==> config.mk <==
export PLATFORM = sky130hd
export DESIGN_NAME = if_fetch_queue_flat
export DESIGN_NICKNAME = d
export VERILOG_FILES = /design/src/rtl/riscv_pkg.sv /design/src/rtl/if_fetch_queue_if.sv /design/src/rtl/if_fifo.sv /design/src/rtl/if_fetch_queue.sv /design/src/flat_wrapper.sv
export SDC_FILE = /design/constraint.sdc
export NUM_CORES = 1
export LEC_CHECK = 0
export ABC_CLOCK_PERIOD_IN_PS = 8400
export CAP_MARGIN = 20
export CELL_PAD_IN_SITES_DETAIL_PLACEMENT = 0
export CELL_PAD_IN_SITES_GLOBAL_PLACEMENT = 1
export CORE_MARGIN = 4
export CORE_UTILIZATION = 41
export DETAILED_ROUTE_END_ITERATION = 6
export GPL_TIMING_DRIVEN = 1
export PLACE_DENSITY = 0.85
export SYNTH_ARGS = -nofsm -noshare
export SYNTH_HDL_FRONTEND = slang
export SYNTH_SLANG_ARGS = --single-unit
export TNS_END_PERCENT = 5
==> constraint.sdc <==
create_clock -name clk -period 8.4 [get_ports clk]
set_input_delay 1.68 -clock clk [delete_from_list [all_inputs] [get_ports clk]]
set_output_delay 1.68 -clock clk [all_outputs]
set_load 0.005 [all_outputs]
==> src/rtl/riscv_pkg.sv <==
// Shared RV32 fetch-stage definitions: word width, canonical NOP, fetch FSM states, buffer entry.
package riscv_pkg;

  localparam int unsigned XLEN = 32;
  localparam logic [XLEN-1:0] NOP_INSTR = 32'h0000_0013;

  typedef enum logic [1:0] {
    IDLE  = 2'd0,
    WAIT  = 2'd1,
    DRAIN = 2'd2
  } fetch_state_e;

  typedef struct packed {
    logic [XLEN-1:0] pc;
    logic [XLEN-1:0] instr;
  } fetch_entry_t;

endpackage

==> src/rtl/if_fetch_queue_if.sv <==
// Fetch-stage bus: PC_Update handshake, instruction-memory port and IF/ID outputs.
interface if_fetch_queue_if;
  import riscv_pkg::*;

  logic [XLEN-1:0] pc_in;
  logic            redirect;
  logic            pc_advance;
  logic            imem_req;
  logic [XLEN-1:0] imem_addr;
  logic            imem_gnt;
  logic            imem_rvalid;
  logic [XLEN-1:0] imem_rdata;
  logic            id_stall;
  logic            id_valid;
  logic [XLEN-1:0] id_pc;
  logic [XLEN-1:0] id_instr;

  modport master (
    output pc_in, redirect, imem_gnt, imem_rvalid, imem_rdata, id_stall,
    input  pc_advance, imem_req, imem_addr, id_valid, id_pc, id_instr
  );

  modport slave (
    input  pc_in, redirect, imem_gnt, imem_rvalid, imem_rdata, id_stall,
    output pc_advance, imem_req, imem_addr, id_valid, id_pc, id_instr
  );

endinterface

==> src/rtl/if_fifo.sv <==
// Circular instruction buffer with synchronous flush; flush overrides push and pop.
module if_fifo
  import riscv_pkg::*;
#(
  parameter int unsigned DEPTH = 2
) (
  input  logic                         clk,
  input  logic                         reset,
  input  logic                         push,
  input  fetch_entry_t                 push_data,
  input  logic                         pop,
  input  logic                         flush,
  output fetch_entry_t                 head,
  output logic [$clog2(DEPTH):0]       count
);

  localparam int unsigned AW = $clog2(DEPTH);
  localparam int unsigned CW = AW + 1;

  fetch_entry_t  mem [DEPTH];
  logic [AW-1:0] wr_ptr;
  logic [AW-1:0] rd_ptr;

  always_ff @(posedge clk or posedge reset) begin
    if (reset) begin
      wr_ptr <= '0;
      rd_ptr <= '0;
      count  <= '0;
      for (int i = 0; i < int'(DEPTH); i++) mem[i] <= '0;
    end else if (flush) begin
      wr_ptr <= '0;
      rd_ptr <= '0;
      count  <= '0;
    end else begin
      if (push) begin
        mem[wr_ptr] <= push_data;
        wr_ptr      <= AW'(wr_ptr + 1'b1);
      end
      if (pop) rd_ptr <= AW'(rd_ptr + 1'b1);
      count <= CW'(count + CW'(push) - CW'(pop));
    end
  end

  assign head = mem[rd_ptr];

endmodule

==> src/rtl/if_fetch_queue.sv <==
// Instruction fetch: single-outstanding imem requests, stale-response drop after redirect, IF/ID buffer.
module if_fetch_queue
  import riscv_pkg::*;
#(
  parameter int unsigned     BUF_DEPTH = 2,
  parameter logic [XLEN-1:0] NOP_INSTR = riscv_pkg::NOP_INSTR
) (
  input  logic             clk,
  input  logic             reset,
  if_fetch_queue_if.slave  bus
);

  localparam int unsigned CW = $clog2(BUF_DEPTH) + 1;

  fetch_state_e    state, state_nxt;
  logic [XLEN-1:0] req_pc;
  logic [CW-1:0]   count;
  logic            req;
  logic            push;
  logic            pop;
  logic            valid;
  fetch_entry_t    head;

  always_ff @(posedge clk or posedge reset) begin
    if (reset) state <= IDLE;
    else       state <= state_nxt;
  end

  // Next state, request and buffer write decisions.
  always_comb begin
    state_nxt = state;
    req       = 1'b0;
    push      = 1'b0;
    unique case (state)
      IDLE: begin
        req = ~reset & ~bus.redirect & (count < CW'(BUF_DEPTH));
        if (req && bus.imem_gnt) state_nxt = WAIT;
      end
      WAIT: begin
        if (bus.imem_rvalid) begin
          push      = ~bus.redirect;
          state_nxt = IDLE;
        end else if (bus.redirect) begin
          state_nxt = DRAIN;
        end
      end
      DRAIN: begin
        if (bus.imem_rvalid) state_nxt = IDLE;
      end
      default: state_nxt = IDLE;
    endcase
  end

  // The response carries no address, so the granted PC is held until it returns.
  always_ff @(posedge clk or posedge reset) begin
    if (reset)                      req_pc <= '0;
    else if (req && bus.imem_gnt)   req_pc <= bus.pc_in;
  end

  assign valid = (count != '0);
  assign pop   = valid & ~bus.id_stall;

  if_fifo #(.DEPTH(BUF_DEPTH)) u_fifo (
    .clk       (clk),
    .reset     (reset),
    .push      (push),
    .push_data ('{pc: req_pc, instr: bus.imem_rdata}),
    .pop       (pop),
    .flush     (bus.redirect),
    .head      (head),
    .count     (count)
  );

  assign bus.imem_req   = req;
  assign bus.imem_addr  = bus.pc_in;
  assign bus.pc_advance = req & bus.imem_gnt;
  assign bus.id_valid   = valid;
  assign bus.id_pc      = valid ? head.pc : '0;
  assign bus.id_instr   = valid ? head.instr : NOP_INSTR;

endmodule

==> src/flat_wrapper.sv <==
// flat-port wrapper written by rule: the top's interface ports become plain ports
module if_fetch_queue_flat import riscv_pkg::*;
#(
  parameter int unsigned     BUF_DEPTH = 2,
  parameter logic [XLEN-1:0] NOP_INSTR = riscv_pkg::NOP_INSTR
)
  (clk, reset, bus_pc_in, bus_redirect, bus_imem_gnt, bus_imem_rvalid, bus_imem_rdata, bus_id_stall, bus_pc_advance, bus_imem_req, bus_imem_addr, bus_id_valid, bus_id_pc, bus_id_instr);
  if_fetch_queue_if bus_i ();
  input  logic clk;
  input  logic reset;
  input wire logic [$bits(bus_i.pc_in)-1:0] bus_pc_in;
  input wire logic [$bits(bus_i.redirect)-1:0] bus_redirect;
  input wire logic [$bits(bus_i.imem_gnt)-1:0] bus_imem_gnt;
  input wire logic [$bits(bus_i.imem_rvalid)-1:0] bus_imem_rvalid;
  input wire logic [$bits(bus_i.imem_rdata)-1:0] bus_imem_rdata;
  input wire logic [$bits(bus_i.id_stall)-1:0] bus_id_stall;
  output wire logic [$bits(bus_i.pc_advance)-1:0] bus_pc_advance;
  output wire logic [$bits(bus_i.imem_req)-1:0] bus_imem_req;
  output wire logic [$bits(bus_i.imem_addr)-1:0] bus_imem_addr;
  output wire logic [$bits(bus_i.id_valid)-1:0] bus_id_valid;
  output wire logic [$bits(bus_i.id_pc)-1:0] bus_id_pc;
  output wire logic [$bits(bus_i.id_instr)-1:0] bus_id_instr;
  assign bus_i.pc_in = bus_pc_in;
  assign bus_i.redirect = bus_redirect;
  assign bus_i.imem_gnt = bus_imem_gnt;
  assign bus_i.imem_rvalid = bus_imem_rvalid;
  assign bus_i.imem_rdata = bus_imem_rdata;
  assign bus_i.id_stall = bus_id_stall;
  assign bus_pc_advance = bus_i.pc_advance;
  assign bus_imem_req = bus_i.imem_req;
  assign bus_imem_addr = bus_i.imem_addr;
  assign bus_id_valid = bus_i.id_valid;
  assign bus_id_pc = bus_i.id_pc;
  assign bus_id_instr = bus_i.id_instr;
  if_fetch_queue #(.BUF_DEPTH(BUF_DEPTH), .NOP_INSTR(NOP_INSTR)) u_core (.clk(clk), .reset(reset), .bus(bus_i));
endmodule
; Yosys cells after proc, flatten, opt, wreduce, memory -nomap -nowiden
; Cells that the tools add are included.
[totals]
output_inout_bits = 99
register_bits = 166
elab_cells = 61
input_bits = 70
[classes]
reduce_logical = 9
eq_ne = 5
mux = 21
addsub = 4
magnitude_cmp = 4
bitwise_logic = 9
[ops]
columns = operator, n
row1 = $mux W64, 4
row2 = $bwmux W128, 1
row3 = $demux W64 S1, 1
row4 = $mux W32, 2
row5 = $mux W2, 5
row6 = $mux W1, 7
row7 = $pmux W2 S3, 1
row8 = $reduce_bool A2 Y1, 3
row9 = $and A1 B1 Y1, 4
row10 = $ge A2 B2 Y1 const B, 2
row11 = $not A1 Y2, 2
row12 = $logic_and A1 B1 Y1, 3
row13 = $ne A3 B3 Y1 const B, 1
row14 = $not A1 Y1, 3
row15 = $reduce_and A3 Y1, 1
row16 = $add A1 B1 Y1 const B, 2
row17 = $add A2 B1 Y2, 1
row18 = $eq A2 B1 Y1 const B, 1
row19 = $eq A2 B2 Y1 const B, 1
row20 = $logic_not A2 Y1, 1
row21 = $lt A2 B1 Y1 const B, 1
row22 = $lt A2 B2 Y1 const B, 1
row23 = $ne A2 B1 Y1 const B, 1
row24 = $ne A2 B2 Y1 const B, 1
row25 = 2 further kinds, 2

; Logic depth before layout (Yosys ltp)
[depth]
depth_word = 6
depth_mapped = 9
mapped_depth_nobuf = 7

; Cells and area by module
; Synthesis repeated with hierarchy kept, for this count alone.
[hier_totals]
cells_unflattened = 546
area_unflattened_um2 = 8280.4
[by_module_without_submodules]
columns = mod, cells_each, area_each_um2, instances, seq_area_each_um2
row1 = if_fifo, 359, 6142.1, 1, 3303.2
row2 = if_fetch_queue, 187, 2138.3, 1, 850.8

; Worst setup path before layout
; Ideal clock, no wire load.
[synth_timing]
kind = input -> output
start = input port reset
end = output port bus_imem_req
arrival_time_ns = 5.546
path_slack_ns = 1.174
n_path_buf = 0
required_time_ns = 6.720
path_stages = 2
path_cell_list = inv_1 -> and2_1
[synth_via]
elab_chain_len = 4
[synth_rtl]
columns = item, line_no
row1 = "start, declared", flat_wrapper.sv:10  ; input logic reset;
row2 = $not A1 Y1, if_fetch_queue.sv:36  ; req = ~reset & ~bus.redirect & (count < CW'(BUF_DEPTH));
row3 = $and A1 B1 Y1 (2 in a row), if_fetch_queue.sv:36
row4 = $mux W1, if_fetch_queue.sv:34  ; unique case (state)
row5 = "end, declared", flat_wrapper.sv:18  ; output wire logic [$bits(bus_i.imem_req)-1:0] bus_imem_req;
; No other way between the ends.

; Worst setup path in the final report
[layout_timing]
start = input port bus_redirect
end = output port bus_pc_advance
[layout_via]
elab_chain_len = 5
[layout_rtl]
columns = item, line_no
row1 = "start, declared", flat_wrapper.sv:12  ; input wire logic [$bits(bus_i.redirect)-1:0] bus_redirect;
row2 = $not A1 Y1 (no line), -
row3 = $and A1 B1 Y1 (2 in a row), if_fetch_queue.sv:36
row4 = $mux W1, if_fetch_queue.sv:34
row5 = $and A1 B1 Y1, if_fetch_queue.sv:76  ; assign bus.pc_advance = req & bus.imem_gnt;
row6 = "end, declared", flat_wrapper.sv:17  ; output wire logic [$bits(bus_i.pc_advance)-1:0] bus_pc_advance;
; No other way between the ends.

==> results.md <==
* Clk root buf: clkbuf_16
* Mean Syn Cell Area at 13.74 um^2
* Die Y at 143.4 um
* Crit path cell chain: clkdlybuf4s50_1, nor4_1, nand2_1, clkinv_1, buf_4, clkdlybuf4s50_1
* Synthesized area at 0.007518 mm^2
* Register area share after synthesis at 0.5525
* Distinct cells, synth at 29
* Initial core utilization at 0.4171
* RSZ-0062 raised after global routing: false
* Pin count of the biggest net entering global routing at 93
* CP max-delay cell: clkdlybuf4s50_1
* Post-Route WL at 15530 um
* 1st-iter DRT viols at 104
* Post-CTS sizing at 0
* Vias in the first global route at 4868
* Most common cell after layout, fill and taps aside: clkdlybuf4s50_1
* Routability Congestion at 0.7216
* Status: complete, no violations
* Initial antenna violation count at 0
* CP required at 6.72 ns
* First-pass GRT wire length at 25120 um
* Minimum clock period after layout at 5.467 ns
* Final hold vios at 0
* Layout cells sized above 1 at 0.2928
* Main synth FF type: dfrtp_1
* Layout area overhead at 29.64%
* Total Routing Usage GR at 0.1558
* Final-report setup violation count at 0
* I/O pin cnt at 169
* Die ar. at 0.02057 mm^2
* Setup CP Type: input pin to output pin
* DR vias at 4615
* HPWL after DPL at 10020 um
* Post-route ant nets at 0
* Clock tree sinks at 166
* LEAKAGE at 4.188 nW
* Diodes inserted at 0
* Syn Inst Count at 547
* Post-layout nets at 749
* Yosys reg bits at 166
* Element type at the critical path start: input pin
* Worst path max stage delay at 0.59 ns
* Max-Cap Viols at 0
* CP max FO at 33
* Fin Setup TNS at 0 ns
* Cell count after placement at 887
* CTS Buf Count at 17
* HP Class: flop to flop
* Worst-Skew Late Latency at 0.42 ns
* P per Cell Area at 303.5 mW/mm^2
* Total gr overflow at 0
* Filler cells at 1488
* Max_slew headroom at 0.3145
* Worst Setup End Kind: output pin
* DR vias/cell at 5.022
* Tightest Pin Transition at 1.028 ns
* Yosys Warn Count at 0
* H-tree Lvls at 4
* DRC at 0
* Final non-filler cell total at 919
* CTS hold repair buffers at 0
* Number of synthesized flops with an enable pin at 0
* Core Area at 0.01802 mm^2
* Clock buffer depth at 2
* Most frequent cells in the layout: clkdlybuf4s50_1, dfrtp_1, mux2_2, nor2_1, mux2i_1
* Drt wl/cell at 16.90 um
* Clock slew at reported path FFs at 0.06 ns
* Max-slew violation count at 0
* Peak VDD IR at 0.1755 mV
* Mapped Nets at 619
* CP arrival at 3.79 ns
* Most frequent CP cell: clkdlybuf4s50_1
* Asr flop ratio synth at 1.000
* Row cnt at 49
* Tcrit/Tclk final at 0.6509
* FMAX at 0.1829 GHz
* Final Skew at 0.008842 ns
* CTS tree: yes
* R2r setup slk at 6.30 ns
* Post-CTS setup buffers at 0
* Router iterations before antenna repair at 4
* Die width at 143.4 um
* I/O Buffers at 168
-- critical path, delay by kind of cell --
kind | cells | cell delay, ns
buf+inv | 4 | 1.59
simple gates | 2 | 0.50
-- final cells by class --
class	count	area (um^2)	share of cell area
flip-flops and latches	166	4158	0.4266
multi-input cells	313	2903	0.2978
repair buffers	173	1739	0.1784
clock buffers	20	456.7	0.04685
well taps	229	286.5	0.02940
clock inverters	12	176.4	0.01810
inverters	6	27.53	0.002824
-- state kept, by name (all words and copies together) (netlist names) --
signal,cells
u_core.req_pc,32
u_core.u_fifo.wr_ptr,1
u_core.u_fifo.rd_ptr,1
u_core.state,2
u_core.u_fifo.mem,128
u_core.u_fifo.count,2
-- power breakdown --
part	internal, mW	leakage, nW	switching (mW)
clock	0.513	0.306	0.306
combinational	0.550	1.75	0.365
sequential	1.06	2.13	0.162
-- kinds of logic (layout without fill, tap and decap cells) --
family,count (synthesis),count (layout),share of synthesized area
xor+xnor,3,3,0.003495
buf+inv,68,211,0.06340
compound gates,4,4,0.003162
mux,224,224,0.3273
flops,166,166,0.5525
fa+ha+maj,2,2,0.003328
simple gates,80,80,0.04677
-- worst paths after layout --
| path | cells after the start | from | endpoint |
|---|---|---|---|
| worst max-delay path | 6 | bus_redirect | bus_pc_advance |
| worst min-delay path | 1 | u_core.u_fifo.mem[85] | u_core.u_fifo.mem[85] |
| worst max register to register | 8 | u_core.u_fifo.count[1] | u_core.u_fifo.count[1] |
| worst min register to register | 1 | u_core.u_fifo.mem[85] | u_core.u_fifo.mem[85] |
| max in group asynchronous | 3 | reset | u_core.u_fifo.rd_ptr |
| min in group asynchronous | 2 | reset | u_core.state[1] |
-- stage by stage --
step	utilization	total power [mW]	hold slack, ns	cell area (um^2)	setup WS [ns]
6_report	0.5407	2.958	0.5024	9747	2.933
5_1_grt	0.5407	3.154	0.5161	9747	2.786
4_1_cts	0.5407	3.001	0.5074	9747	2.862
3_5_place_dp	0.5056	2.171	0.4941	9114	2.896
3_3_place_gp	0.5041	2.119	0.4862	9086	2.965
2_1_floorplan	-	1.755	0.4791	7518	1.174
-- Yosys cell counts, types with 2 or more instances --
cell,count,share of area
ha_1,2,0.0033
nand2_1,4,0.0020
xnor2_1,2,0.0023
clkbuf_1,7,0.0035
dfrtp_1,166,0.55
a21oi_1,2,0.0013
buf_4,34,0.034
buf_6,11,0.016
mux2i_1,64,0.085
nor2_1,66,0.033
mux2_4,5,0.010
buf_2,9,0.0060
inv_1,5,0.0025
mux2_2,155,0.23
-- routing by layer --
layer  global-route usage  vias to the layer above  share of wire
li1                     -                     2122              -
met1               0.2083                     2348           0.45
met4              0.03717                        0         0.0094
met3              0.04892                       12          0.059
met2               0.2498                      133           0.48
met5                    0                        -              0
(Power assumes the default switching activity.)
